File: src/rtl/tv80_bus_bridge.sv
// TV80 CPU bus to NCH peripheral channels: address decode, optional wait states, one-clock strobes.
// Strobe lands ws+1 clocks after the access is seen; waits are asserted only for the decoded channel's count.
module tv80_bus_bridge #(
    parameter int                 NCH       = 4,
    parameter int                 AW        = 16,
    parameter logic [NCH*AW-1:0]  CH_BASE   = '0,
    parameter logic [NCH*AW-1:0]  CH_MASK   = '0,
    parameter logic [NCH-1:0]     CH_IO     = '0,
    parameter logic [NCH*4-1:0]   CH_WS     = '0,
    parameter logic [7:0]         IDLE_BYTE = 8'hFF,
    parameter logic [7:0]         INTA_BYTE = 8'hFF
) (
    input  logic              clk,
    input  logic              reset_n,
    input  logic [AW-1:0]     cpu_a,
    input  logic [7:0]        cpu_dout,
    input  logic              cpu_mreq_n,
    input  logic              cpu_iorq_n,
    input  logic              cpu_rd_n,
    input  logic              cpu_wr_n,
    input  logic              cpu_m1_n,
    output logic [7:0]        cpu_di,
    output logic              cpu_wait_n,
    output logic [NCH-1:0]    ch_sel,
    output logic              ch_rd_stb,
    output logic              ch_wr_stb,
    output logic [AW-1:0]     ch_addr,
    output logic [7:0]        ch_wdata,
    input  logic [NCH*8-1:0]  ch_rdata
);

    typedef enum logic [1:0] {
        ST_IDLE   = 2'd0,
        ST_WAIT   = 2'd1,
        ST_ACTIVE = 2'd2,
        ST_HOLD   = 2'd3
    } state_t;

    state_t          state_q, state_d;
    logic [3:0]      cnt_q, cnt_d;
    logic [NCH-1:0]  sel_q, sel_d;
    logic [AW-1:0]   addr_q, addr_d;
    logic [7:0]      wdata_q, wdata_d;
    logic            wr_dir_q, wr_dir_d;
    logic            rd_hit_q, rd_hit_d;

    logic            rd, wr, mreq, iorq, m1;
    logic            mem_acc, io_acc, inta, xfer_acc, bus_act;
    logic [NCH-1:0]  hit_vec, hit_oh;
    logic [3:0]      hit_ws;
    logic            hit_any;
    logic [7:0]      rd_mux;

    always_comb begin
        rd       = ~cpu_rd_n;
        wr       = ~cpu_wr_n;
        mreq     = ~cpu_mreq_n;
        iorq     = ~cpu_iorq_n;
        m1       = ~cpu_m1_n;
        mem_acc  = mreq & ~iorq & (rd ^ wr);
        io_acc   = iorq & ~mreq & ~m1 & (rd ^ wr);
        inta     = iorq & m1;
        xfer_acc = mem_acc | io_acc;
        bus_act  = xfer_acc | inta;
    end

    // Iterate high-to-low so the lowest matching index is the one left standing.
    always_comb begin
        hit_vec = '0;
        hit_oh  = '0;
        hit_ws  = '0;
        for (int i = NCH - 1; i >= 0; i--) begin
            hit_vec[i] = (CH_IO[i] ? io_acc : mem_acc) &&
                         ((cpu_a & CH_MASK[i*AW +: AW]) == (CH_BASE[i*AW +: AW] & CH_MASK[i*AW +: AW]));
            if (hit_vec[i]) begin
                hit_oh    = '0;
                hit_oh[i] = 1'b1;
                hit_ws    = CH_WS[i*4 +: 4];
            end
        end
        hit_any = |hit_vec;
    end

    always_comb begin
        state_d  = state_q;
        cnt_d    = cnt_q;
        sel_d    = sel_q;
        addr_d   = addr_q;
        wdata_d  = wdata_q;
        wr_dir_d = wr_dir_q;
        rd_hit_d = rd_hit_q;
        case (state_q)
            ST_IDLE: begin
                if (hit_any) begin
                    sel_d    = hit_oh;
                    addr_d   = cpu_a;
                    wdata_d  = cpu_dout;
                    wr_dir_d = wr;
                    rd_hit_d = ~wr;
                    if (hit_ws != 4'd0) begin
                        state_d = ST_WAIT;
                        cnt_d   = hit_ws - 4'd1;
                    end else begin
                        state_d = ST_ACTIVE;
                    end
                end else if (bus_act) begin
                    state_d  = ST_HOLD;
                    rd_hit_d = 1'b0;
                end
            end
            ST_WAIT: begin
                // CPU gave up the cycle: drop it silently, no strobe.
                if (!xfer_acc) begin
                    state_d  = ST_IDLE;
                    sel_d    = '0;
                    rd_hit_d = 1'b0;
                end else if (cnt_q == 4'd0) begin
                    state_d = ST_ACTIVE;
                end else begin
                    cnt_d = cnt_q - 4'd1;
                end
            end
            ST_ACTIVE: begin
                state_d = ST_HOLD;
            end
            ST_HOLD: begin
                if (!bus_act) begin
                    state_d  = ST_IDLE;
                    sel_d    = '0;
                    rd_hit_d = 1'b0;
                end
            end
            default: begin
                state_d = ST_IDLE;
                sel_d   = '0;
            end
        endcase
    end

    always_ff @(posedge clk) begin
        if (!reset_n) begin
            state_q  <= ST_IDLE;
            cnt_q    <= '0;
            sel_q    <= '0;
            addr_q   <= '0;
            wdata_q  <= '0;
            wr_dir_q <= 1'b0;
            rd_hit_q <= 1'b0;
        end else begin
            state_q  <= state_d;
            cnt_q    <= cnt_d;
            sel_q    <= sel_d;
            addr_q   <= addr_d;
            wdata_q  <= wdata_d;
            wr_dir_q <= wr_dir_d;
            rd_hit_q <= rd_hit_d;
        end
    end

    always_comb begin
        rd_mux = '0;
        for (int i = 0; i < NCH; i++) begin
            if (sel_q[i]) begin
                rd_mux = rd_mux | ch_rdata[i*8 +: 8];
            end
        end
    end

    always_comb begin
        cpu_wait_n = (state_q != ST_WAIT);
        ch_rd_stb  = (state_q == ST_ACTIVE) & ~wr_dir_q;
        ch_wr_stb  = (state_q == ST_ACTIVE) &  wr_dir_q;
        ch_sel     = sel_q;
        ch_addr    = addr_q;
        ch_wdata   = wdata_q;
        if (inta) begin
            cpu_di = INTA_BYTE;
        end else if (rd_hit_q && (state_q == ST_ACTIVE || state_q == ST_HOLD)) begin
            cpu_di = rd_mux;
        end else begin
            cpu_di = IDLE_BYTE;
        end
    end

endmodule

File: config.mk
export PLATFORM = sky130hd
export DESIGN_NAME = tv80_bus_bridge
export DESIGN_NICKNAME = d
export VERILOG_FILES = /design/src/rtl/tv80_bus_bridge.sv
export SDC_FILE = /design/constraint.sdc
export NUM_CORES = 1
export LEC_CHECK = 0
export CORE_MARGIN = 2
export CORE_UTILIZATION = 33
export CTS_BUF_LIST = sky130_fd_sc_hd__clkbuf_8
export CTS_CLUSTER_SIZE = 24
export DETAILED_ROUTE_END_ITERATION = 10
export GPL_ROUTABILITY_DRIVEN = 0
export PLACE_DENSITY = 0.78
export SKIP_LAST_GASP = 1
export SYNTH_ARGS = -nofsm -noshare
export SYNTH_HDL_FRONTEND = slang
export SYNTH_SLANG_ARGS = --single-unit
File: constraint.sdc
create_clock -name clk -period 1.7 [get_ports clk]
set_clock_uncertainty 0.2 [all_clocks]
set_input_delay 0.255 -clock clk [delete_from_list [all_inputs] [get_ports clk]]
set_output_delay 0.255 -clock clk [all_outputs]
set_load 0.005 [all_outputs]
==> impl_results.md <==
- Simple-gate portion of the synthesized area: approximately a fifth
- Routed Antenna Nets: 0
- Hold_ws: around 0.17 ns
- Predominant post-synthesis flop cell: dfxtp_1
- Total GRT Usage: 15.0%
- Hold Vio Cnt, Final: 0
- Critical Path Source Type: flip-flop
- Total global routing overflow: 0
- Critical path type: reg -> out
- DRC violations left: 0
- GR met3 Demand/Resource: about 4.3%
- Port bufs: 74
- Synth top area cells: dfxtp_1 (43%), nand2_1 (13%), a21oi_2 (8.0%)
- Setup TNS: -0.0119 ns
- Met2 usage: 28.3%
- Main combinational cell family by area after synthesis: compound AO/OA/AOI/OAI gates
- Reg2reg end: ch_wdata[0]
- Seq/Total Area, Yosys: between 40% and 50%
- Routed length per instance: 12.5 um
- Worst Hold Depth: 3
- Compound-Gate Fraction of Synth Area: 23.2%
- Most common cell in the synthesized netlist: nand2_1
- Hold Path Sink: rd_hit_q
- Io pins: between 100 and 150
- Reg2reg path depth: 6
- Layout cells sized above 1: 32.4%
- Crit path max fanout: 4
- Synth Cell Area: 1530 um^2
- Flops & latches, synth: 33
- Worst min-delay path startpoint: cpu_rd_n
- Vias in the first global route: 1388
- Async set-or-reset flop fraction in the synthesized netlist: 0%
- Antenna cell count: 0
- Clock Sinks: 33
- Outcome: finished, violations left
- Util after Layout: between 60% and 70%
- Die area: 5190 um^2
- Critical path capture point type: output port
- Drt total wl: 4090 um
- Drt first pass iters: 4
- Via density: 4.72
- WP data arrival: between 1 and 1.5 ns
- First-pass GRT wire length: 6180 um
- Via count: 1543
- Post-synth top cells: nand2_1 (54), dfxtp_1 (33), a21oi_2 (14)
- Initial DRC count: 73
- Setup ws final: -0.00500 ns
- RSZ-0062 raised after global routing: yes
- Clock slew at reported path FFs: 0.07 ns
- Multiplexer share of the synthesized area: 1.39%
- CTS tree: done
- Post-Syn Instances: 179
- Worst R2R Setup Slack: -0.005 ns
- Post-DP Area: 2380 um^2
- Failing checks: setup timing
- Adder-Cell Fraction of Synth Area: 0.818%
- Starting Density: 34.6%
- Largest net degree at the start of global routing: 22
- Lkg Pwr: 1.03 nW
- Clk Latency, worst-skew pair: 0.28 ns
- Tcrit/Tclk final: 100%
- Final setup fails: 3
- CP cell instances: o211ai_1 > buf_4 > buf_6 > a21o_1 > buf_2
- Pwr per Cell Area: 666 nW/um^2
- WP buf/inv: 3
- Max Slew Vio Count: 0
- Core region area: 4410 um^2
- Met1 Usage GRT: ~16%
- Peak VDD IR: between 0.0004 and 0.0005 V
- HPWL after detailed placement: 2830 um
- Yosys warnings: 0
- Maximum operating frequency: 0.587 GHz
- Synth top area share: 43.2%
- Core Rows: 24
- TritonCTS buffer count: 5
- Die width: 72.1 um
- Count of cell types in the netlist: 39
- Worst R2R Start: state_q[1]
- Gr busiest metal: met2
- Synth area leader: dfxtp_1
- H-tree levels: 2
- CTS Hold Bufs: 0
- XOR/XNOR Fraction of Synth Area: 1.15%
- Min-Delay Path Class: in -> reg
- Die Span Y: between 70 and 80 um
- EDFF count, synth: 0
- Final min period: 1.70 ns
- Clock buffer depth: 2
- Synthesis-to-finish area growth: 73.7%
- Max-cap violations: 0
- Cell family with most CP delay: buffers and inverters
- Initial antenna violation count: 0
- Post-route cell area: 2660 um^2
- CP max stage cell: dfxtp_4
- WP data required: 1.24 ns
- Max stage delay on crit path: 0.36 ns
- Nets: 338
- Root Buffer: clkbuf_8
- Avg Cell Area, Syn: around 8.5 um^2
[what timing repair did]
| action | 4_1_cts | 5_1_grt |
|---|---|---|
| resized for setup | 45 | 43 |
| setup endpoints to repair | 43 | 34 |
| buffers inserted | 5 | 4 |
| pin swaps | 3 | 13 |
[registers in the layout, indices dropped and copies added, names as in the netlist]
signal    count
state_q       2
cnt_q         4
rd_hit_q      1
ch_sel        1
ch_wdata      8
ch_addr      16
wr_dir_q      1
[report_power, final]
part,internal [mW],switching (mW)
registers,0.804,0.0235
logic,0.218,0.147
clock network,0.282,0.292
[cell type report]
cell class,instances,area (um^2)
Clock buffer,5,68.8
Clock inverter,3,17.5
Fill cell,398,1760
Inverter,5,18.8
Multi-Input combinational cell,128,861
Sequential cell,33,673
Tap cell,52,65.1
Timing Repair Buffer,101,951
[metal layers]
layer,share of wire (%),vias to the layer above
li1,-,778
met1,39,710
met2,53,48
met3,6.3,7
met4,1.3,0
met5,0,-
[cell families (layout without fill, tap and decap cells)]
kind of cell,count (synthesis),count (layout)
other,1,3
adder cells (fa/ha/maj),1,1
XOR/XNOR,2,2
AO/OA/AOI/OAI,49,49
buffers and inverters,20,114
flip-flops,33,33
multiplexers,2,2
AND/OR/NAND/NOR,71,71
[stage by stage]
stage,power [mW],setup WS (ns),cells
global placement,1.17,-0.378,311
finish,1.77,-0.00500,327
floorplan,0.982,0.0521,181
global route,1.84,-0.0605,327
CTS,1.76,-0.129,324
detailed placement,1.17,-0.404,311
[placed cells by master (no fill, tap or decap), types with 2 or more instances in the layout]
| master | count |
|---|---|
| clkbuf_8 | 5 |
| dlymetal6s2s_1 | 2 |
| a21o_1 | 8 |
| dfxtp_2 | 4 |
| nor2b_1 | 2 |
| conb_1 | 3 |
| dfxtp_4 | 2 |
| buf_6 | 6 |
| inv_1 | 3 |
| inv_2 | 2 |
| nand2_1 | 44 |
| buf_12 | 2 |
| buf_4 | 19 |
| o21ai_0 | 4 |
| nand2_2 | 3 |
| a21oi_1 | 6 |
| a211oi_1 | 2 |
| clkinv_2 | 2 |
| clkbuf_2 | 2 |
| nand2_4 | 7 |
| nor2_1 | 3 |
| buf_2 | 6 |
| dfxtp_1 | 27 |
| clkdlybuf4s50_1 | 59 |
| a21oi_2 | 20 |
| nor3_1 | 3 |
| dlygate4sd2_1 | 4 |
[how the worst max path moves through the flow]
stage / start / slack (ns) / depth (start not counted) / end
global route: state_q[1] / -0.06 / 6 / ch_wdata[5]
floorplan: cnt_q[0] / 0.05 / 6 / state_q[0]
CTS: state_q[1] / -0.13 / 6 / cpu_di[1]
global placement: cpu_iorq_n / -0.38 / 5 / cpu_di[3]
detailed placement: cpu_iorq_n / -0.40 / 5 / cpu_di[3]
finish: state_q[1] / -0.005 / 5 / cpu_di[4]
[worst min-delay path, stage by stage]
cell	delay (ns)
dlymetal6s2s_1	0.15
buf_4	0.14
o32ai_1	0.07
Note: power is estimated with default switching activity, not from simulation.
